--- config.mk ---
export PLATFORM = sky130hd
export DESIGN_NAME = jmb_filter_frame_scheduler
export DESIGN_NICKNAME = d
export VERILOG_FILES = /design/src/rtl/jmb_filter_frame_scheduler.sv
export SDC_FILE = /design/constraint.sdc
export NUM_CORES = 1
export LEC_CHECK = 0
export CORE_MARGIN = 5
export CORE_UTILIZATION = 30
export DETAILED_ROUTE_END_ITERATION = 16
export GPL_TIMING_DRIVEN = 0
export MAX_ROUTING_LAYER = met4
export SLEW_MARGIN = 0
export SYNTH_ARGS = -nofsm -noshare
export SYNTH_HDL_FRONTEND = slang
export SYNTH_SLANG_ARGS = --single-unit
--- constraint.sdc ---
create_clock -name clock -period 19.6 [get_ports clock]
set_input_delay 2.94 -clock clock [delete_from_list [all_inputs] [get_ports clock]]
set_output_delay 2.94 -clock clock [all_outputs]
set_load 0.02 [all_outputs]
--- src/rtl/jmb_filter_frame_scheduler.sv ---
// rtl/jmb_filter_frame_scheduler.sv - frame-granular round-robin scheduler sharing one scanline filter
// Optional DRAIN watchdog is compiled in with JMB_SCHED_WATCHDOG_EN.
module jmb_filter_frame_scheduler #(
   parameter int DATA_W        = 8,
   parameter int DIM_W         = 16,
   parameter int DRAIN_TIMEOUT = 1024
) (
   input  logic              clock,
   input  logic              reset_n,
   input  logic              req0,
   input  logic              req1,
   input  logic [DIM_W-1:0]  width0,
   input  logic [DIM_W-1:0]  height0,
   input  logic [DIM_W-1:0]  width1,
   input  logic [DIM_W-1:0]  height1,
   input  logic [DATA_W-1:0] data0,
   input  logic [DATA_W-1:0] data1,
   input  logic              data_valid0,
   input  logic              data_valid1,
   output logic              data_ready0,
   output logic              data_ready1,
   output logic              grant0,
   output logic              grant1,
   output logic [DATA_W-1:0] filt_data_in,
   output logic [DIM_W-1:0]  filt_width,
   output logic [DIM_W-1:0]  filt_height,
   output logic              filt_enable,
   output logic              filt_reset_n,
   input  logic [DATA_W-1:0] filt_pixel_out,
   input  logic              filt_valid,
   output logic [DATA_W-1:0] pix_out,
   output logic              pix_valid,
   output logic              pix_src,
   output logic              frame_done,
   output logic              frame_err,
   output logic              busy
);

   localparam int CNT_W = 2 * DIM_W;

   typedef enum logic [2:0] {
      S_IDLE,
      S_LOAD,
      S_CLEAR,
      S_STREAM,
      S_DRAIN,
      S_DONE
   } state_t;

   state_t            state_q, state_d;
   logic              last_q, last_d;
   logic              sel_q, sel_d;
   logic [DIM_W-1:0]  width_q, width_d;
   logic [DIM_W-1:0]  height_q, height_d;
   logic [CNT_W-1:0]  total_q, total_d;
   logic [CNT_W-1:0]  in_cnt_q, in_cnt_d;
   logic [CNT_W-1:0]  out_cnt_q, out_cnt_d;
   logic              grant0_q, grant0_d;
   logic              grant1_q, grant1_d;
   logic              ready0_q, ready0_d;
   logic              ready1_q, ready1_d;
   logic              busy_q, busy_d;
   logic              filt_reset_n_q, filt_reset_n_d;
   logic              frame_done_q, frame_done_d;
   logic              frame_err_q, frame_err_d;
   logic              pix_valid_q, pix_valid_d;
   logic              pix_src_q, pix_src_d;
   logic [DATA_W-1:0] pix_out_q, pix_out_d;

`ifdef JMB_SCHED_WATCHDOG_EN
   localparam int WD_W = $clog2(DRAIN_TIMEOUT + 1);
   logic [WD_W-1:0]   drain_cnt_q, drain_cnt_d;
`endif

   logic [DIM_W-1:0]  width_sel;
   logic [DIM_W-1:0]  height_sel;
   logic [DATA_W-1:0] data_sel;
   logic              valid_sel;
   logic              ready_sel;
   logic              accept;
   logic              count_en;
   logic              out_hit;
   logic              in_full;
   logic              out_full;

   assign width_sel  = sel_q ? width1 : width0;
   assign height_sel = sel_q ? height1 : height0;
   assign data_sel   = sel_q ? data1 : data0;
   assign valid_sel  = sel_q ? data_valid1 : data_valid0;
   assign ready_sel  = sel_q ? ready1_q : ready0_q;
   assign accept     = ready_sel & valid_sel;
   assign count_en   = (state_q == S_STREAM) || (state_q == S_DRAIN);
   assign out_hit    = count_en & filt_valid;

   // Ready is only ever high in STREAM for the granted source, so it gates the filter path.
   assign filt_enable  = accept;
   assign filt_data_in = ready_sel ? data_sel : '0;

   always_comb begin
      state_d   = state_q;
      last_d    = last_q;
      sel_d     = sel_q;
      width_d   = width_q;
      height_d  = height_q;
      total_d   = total_q;
      in_cnt_d  = in_cnt_q;
      out_cnt_d = out_cnt_q;
      pix_src_d = pix_src_q;
      frame_err_d = 1'b0;
`ifdef JMB_SCHED_WATCHDOG_EN
      drain_cnt_d = '0;
`endif

      if (accept) begin
         in_cnt_d = in_cnt_q + CNT_W'(1);
      end
      if (out_hit) begin
         out_cnt_d = out_cnt_q + CNT_W'(1);
      end
      in_full  = (in_cnt_d == total_q);
      out_full = (out_cnt_d >= total_q);

      case (state_q)
         S_IDLE: begin
            if (req0 || req1) begin
               state_d   = S_LOAD;
               sel_d     = (req0 && req1) ? ~last_q : req1;
               pix_src_d = sel_d;
            end
         end
         S_LOAD: begin
            width_d   = width_sel;
            height_d  = height_sel;
            total_d   = CNT_W'(width_sel) * CNT_W'(height_sel);
            in_cnt_d  = '0;
            out_cnt_d = '0;
            if ((width_sel == '0) || (height_sel == '0)) begin
               frame_err_d = 1'b1;
               last_d      = sel_q;
               state_d     = S_IDLE;
            end else begin
               state_d = S_CLEAR;
            end
         end
         S_CLEAR: begin
            state_d = S_STREAM;
         end
         S_STREAM: begin
            // Output can finish first; completion still waits for the last input beat.
            if (in_full) begin
               state_d = out_full ? S_DONE : S_DRAIN;
            end
         end
         S_DRAIN: begin
            if (out_full) begin
               state_d = S_DONE;
            end
`ifdef JMB_SCHED_WATCHDOG_EN
            else if (drain_cnt_q == WD_W'(DRAIN_TIMEOUT - 1)) begin
               frame_err_d = 1'b1;
               last_d      = sel_q;
               state_d     = S_IDLE;
            end else begin
               drain_cnt_d = drain_cnt_q + WD_W'(1);
            end
`endif
         end
         S_DONE: begin
            last_d  = sel_q;
            state_d = S_IDLE;
         end
         default: begin
            state_d = S_IDLE;
         end
      endcase

      grant0_d       = (state_d != S_IDLE) && !sel_d;
      grant1_d       = (state_d != S_IDLE) && sel_d;
      ready0_d       = (state_d == S_STREAM) && !sel_d;
      ready1_d       = (state_d == S_STREAM) && sel_d;
      busy_d         = (state_d != S_IDLE);
      filt_reset_n_d = (state_d != S_CLEAR);
      frame_done_d   = (state_d == S_DONE);
      pix_valid_d    = out_hit;
      pix_out_d      = out_hit ? filt_pixel_out : pix_out_q;
   end

   always_ff @(posedge clock or negedge reset_n) begin
      if (!reset_n) begin
         state_q        <= S_IDLE;
         last_q         <= 1'b1;
         sel_q          <= 1'b0;
         width_q        <= '0;
         height_q       <= '0;
         total_q        <= '0;
         in_cnt_q       <= '0;
         out_cnt_q      <= '0;
         grant0_q       <= 1'b0;
         grant1_q       <= 1'b0;
         ready0_q       <= 1'b0;
         ready1_q       <= 1'b0;
         busy_q         <= 1'b0;
         filt_reset_n_q <= 1'b1;
         frame_done_q   <= 1'b0;
         frame_err_q    <= 1'b0;
         pix_valid_q    <= 1'b0;
         pix_src_q      <= 1'b0;
         pix_out_q      <= '0;
`ifdef JMB_SCHED_WATCHDOG_EN
         drain_cnt_q    <= '0;
`endif
      end else begin
         state_q        <= state_d;
         last_q         <= last_d;
         sel_q          <= sel_d;
         width_q        <= width_d;
         height_q       <= height_d;
         total_q        <= total_d;
         in_cnt_q       <= in_cnt_d;
         out_cnt_q      <= out_cnt_d;
         grant0_q       <= grant0_d;
         grant1_q       <= grant1_d;
         ready0_q       <= ready0_d;
         ready1_q       <= ready1_d;
         busy_q         <= busy_d;
         filt_reset_n_q <= filt_reset_n_d;
         frame_done_q   <= frame_done_d;
         frame_err_q    <= frame_err_d;
         pix_valid_q    <= pix_valid_d;
         pix_src_q      <= pix_src_d;
         pix_out_q      <= pix_out_d;
`ifdef JMB_SCHED_WATCHDOG_EN
         drain_cnt_q    <= drain_cnt_d;
`endif
      end
   end

   assign data_ready0  = ready0_q;
   assign data_ready1  = ready1_q;
   assign grant0       = grant0_q;
   assign grant1       = grant1_q;
   assign busy         = busy_q;
   assign filt_width   = width_q;
   assign filt_height  = height_q;
   assign filt_reset_n = filt_reset_n_q;
   assign frame_done   = frame_done_q;
   assign frame_err    = frame_err_q;
   assign pix_valid    = pix_valid_q;
   assign pix_out      = pix_out_q;
   assign pix_src      = pix_src_q;

endmodule

==> flow_summary.yaml <==
sta:
  finalHoldViolations: 0
  slew_headroom_pct: 3.27
  tightest_slew_ns: 1.41
  whs_ns: 0.475
  period_minus_slack_ns: 10.19
  drv_slew: 0
  fin_ws_ns: 9.41
  fin_crit_sh_pct: 52.0
  setup_viol: 0
  setup_tns_ns: 0
  timing.fmax_ghz: 0.0982
  clock_skew_ns: 0.0138
  rsz0062_at_grt: "no"
worst_setup_path:
  critPathMaxStageDelay_ns: 1.07
  setup.worst_path.start_class: "primary input"
  critPathArrivalTime_ns: 10.57
  path_class: "in2reg"
  cp_max_fo: 10
  slowest_stage: "mux2i_1"
  crit_path_frequent_cell: "fa_1"
  end_kind: "flip-flop"
  critPathBufInv: 4
  required_ns: 19.99
  worstPathCellList: "clkdlybuf4s50_1 > mux2i_1 > clkbuf_1 > nor2_1 > fa_1 > fa_1 > ha_1 > inv_1 > fa_1 > fa_1 > inv_1 > fa_1 > ha_1 > o211ai_1 > o211ai_1 > a41o_1 > a31oi_1 > o31a_1 > o41ai_1 > o21ai_0 > xor2_1 > o21ai_0"
  crit_family: "adder cells"
die:
  fp.dieH_um: 248
  initial_core_util_pct: 30.2
  std_cell_rows: 87
  ios: 154
  dieArea_sq_um: 61500
  die_w_um: 248
  core_sq_um: 56300
placement:
  dp_hpwl_um: 44300
  detailedPlace.worstSlack_ns: 8.99
  placed_area_sq_um: 19500
  routabilityCongestion: 0.944
  port_buffers: 153
logic_synthesis:
  synth_ff_type: "dfrtp_1"
  synth-seq-area-share_pct: 22.3
  ys_top_cells_by_count: "inv_1 (271), nand2_1 (271), fa_1 (194), nor2_1 (192), dfrtp_1 (149)"
  yosys-top-cells-area: "fa_1 (23%), dfrtp_1 (22%), ha_1 (10%)"
  yosysTopAreaCellShare_pct: 22.9
  synthCells: 1904
  syn-cell-area_sq_um: 17000
  syn_nets: 2331
  synth_top_area_cell: "fa_1"
  ys_ff_latch: 151
  synth_warnings: 0
  synth-edff-count: 0
  synth.avg_cell_area_sq_um: 8.93
  synth.distinct_cells: 79
  synth_async_sr_flop_share_pct: 100
power:
  peakVddDrop_uv: 114
  leakage_nw: 9.77
  power.density_nw_per_um2: 121
hold_path:
  hold_class: "reg2reg"
routing:
  drtPass1Iterations: 5
  totalWireLength_um: 54500
  wl_per_cell_um: 19.1
  via_count: 14100
  drt_iter0_markers: 931
  viasPerCell: 4.94
  ant_nets: 0
  route.detailed.drc: 0
clocking:
  ctsHtreeMaxLevel: 4
  cts_resized: 0
  cts-root-buf: "clkbuf_16"
  numClockSinks: 151
  clock_path_buffers: 2
  clk_latency_ns: 0.48
  cts_made_buffers: 17
  cts.hold.buffers_added: 0
  cts_setup_buffers: 0
  cts_tree: "done"
  clk_pin_slew_ns: 0.07
global_route:
  antenna_found_initial: 0
  grt_pass1_wl_um: 85200
  grt_usage_pct: 18.5
  overflow: 0
  grt_pass1_vias: 15000
  grt_max_degree: 98
final_layout:
  area_growth_pct: 18.7
  fin_area_sq_um: 20200
  drive_gt1_share_pct: 5.21
  nFillCells: 5828
  fin_nets: 2508
  multi_input_area_sq_um: 11900
  seq_area_sq_um: 3780
run_status:
  outcome: "finished, final reports clean"
job:
  maxCapViolCount: 0
## power by group
group          switching (mW)  total [mW]  leakage [nW]  internal, mW
Sequential             0.0140       0.341          1.70         0.327
Combinational            1.01        1.76          7.77         0.753
Clock                   0.162       0.345         0.291         0.182
## path summary, 6_finish.rpt
check,to,slack [ns],startpoint,cells past startpoint
setup / recovery,total_q[29]$_DFFE_PN0P_,9.41,height1[5],22
hold / removal,pix_out[7]$_DFFE_PN0N_,0.48,pix_out[7]$_DFFE_PN0N_,2
setup reg to reg,total_q[29]$_DFFE_PN0P_,10.26,sel_q$_DFF_PN0_,26
hold reg to reg,pix_out[7]$_DFFE_PN0N_,0.48,pix_out[7]$_DFFE_PN0N_,2
max in group asynchronous,last_q$_DFFE_PN1P_,16.36,reset_n,2
min in group asynchronous,out_cnt_q[30]$_DFF_PN0_,2.37,reset_n,1
## through the flow
stage               util (%)  cells  total power [mW]
floorplan                  -   1904              1.70
global placement        34.6   2813              2.07
detailed placement      34.7   2817              2.09
CTS                     35.8   2849              2.46
global route            35.8   2850              2.71
finish                  35.9   2851              2.45
## flip-flops by register name (all words and copies together), names as in the netlist, 3 cells and up
| register | count |
|---|---|
| in_cnt_q | 32 |
| out_cnt_q | 32 |
| filt_width | 16 |
| total_q | 32 |
| pix_out | 8 |
| filt_height | 16 |
| state_q | 3 |
## final cells by class
type	instances	area share, %
diodes	1	0.0124
plain buffers	71	1.54
clock buffers	17	2.11
clock inverters	15	0.893
inverters	271	5.04
multi-input cells	1411	59.0
flip-flops and latches	151	18.7
well taps	756	4.69
repair buffers	158	7.96
## cells in the final DEF, fill, tap and decap left out, types with 29 or more instances in the layout
cell / synthesis / final
nand4_1: 30 / 30
xor2_1: 35 / 35
mux2_2: 30 / 30
mux2i_1: 35 / 29
nand2_1: 271 / 271
ha_1: 138 / 138
and2_1: 38 / 38
clkdlybuf4s50_1: 0 / 152
a21oi_1: 42 / 42
clkbuf_1: 51 / 51
dfrtp_1: 149 / 149
nand3_1: 34 / 34
o21ai_0: 88 / 88
nor2_1: 192 / 192
xnor2_1: 68 / 68
inv_1: 271 / 271
fa_1: 194 / 194
## worst reg2reg max path: stages (launching register included)
cell      delay, ns
dfrtp_1        0.32
buf_2          0.24
buf_2          0.47
buf_1          0.79
buf_1          0.57
clkbuf_1       0.69
mux2_2         0.48
nand2_1        0.13
fa_1           0.55
inv_1          0.05
fa_1           0.53
ha_1           0.13
inv_1          0.05
fa_1           0.49
fa_1           0.55
inv_1          0.05
fa_1           0.43
ha_1           0.37
o211ai_1       0.12
o211ai_1       0.27
a41o_1         0.29
a31oi_1        0.19
o31a_1         0.34
o41ai_1        0.62
o21ai_0        0.19
xor2_1         0.17
o21ai_0        0.16
## cell families after synthesis
| group | after synthesis | synth area share, % |
|---|---|---|
| buffers and inverters | 342 | 7.82 |
| muxes | 66 | 4.14 |
| DFF | 151 | 22.3 |
| AOI/OAI and AO/OA | 230 | 8.68 |
| adders and majority gates | 332 | 33.0 |
| xor gates and xnor gates | 106 | 5.71 |
| and+or+nand+nor | 677 | 18.4 |
## per-layer routing
metal / GRT usage [%] / part of all wire (%) / wire length, um / vias up
met5: - / 0 / 0 / -
met4: 5.56 / 2.7 / 1480 / 0
met3: 3.65 / 7.2 / 3920 / 107
met2: 29.1 / 45 / 24600 / 566
met1: 24.4 / 45 / 24500 / 6881
li1: - / - / - / 6527
No activity file was read; power rests on OpenSTA's default activity.
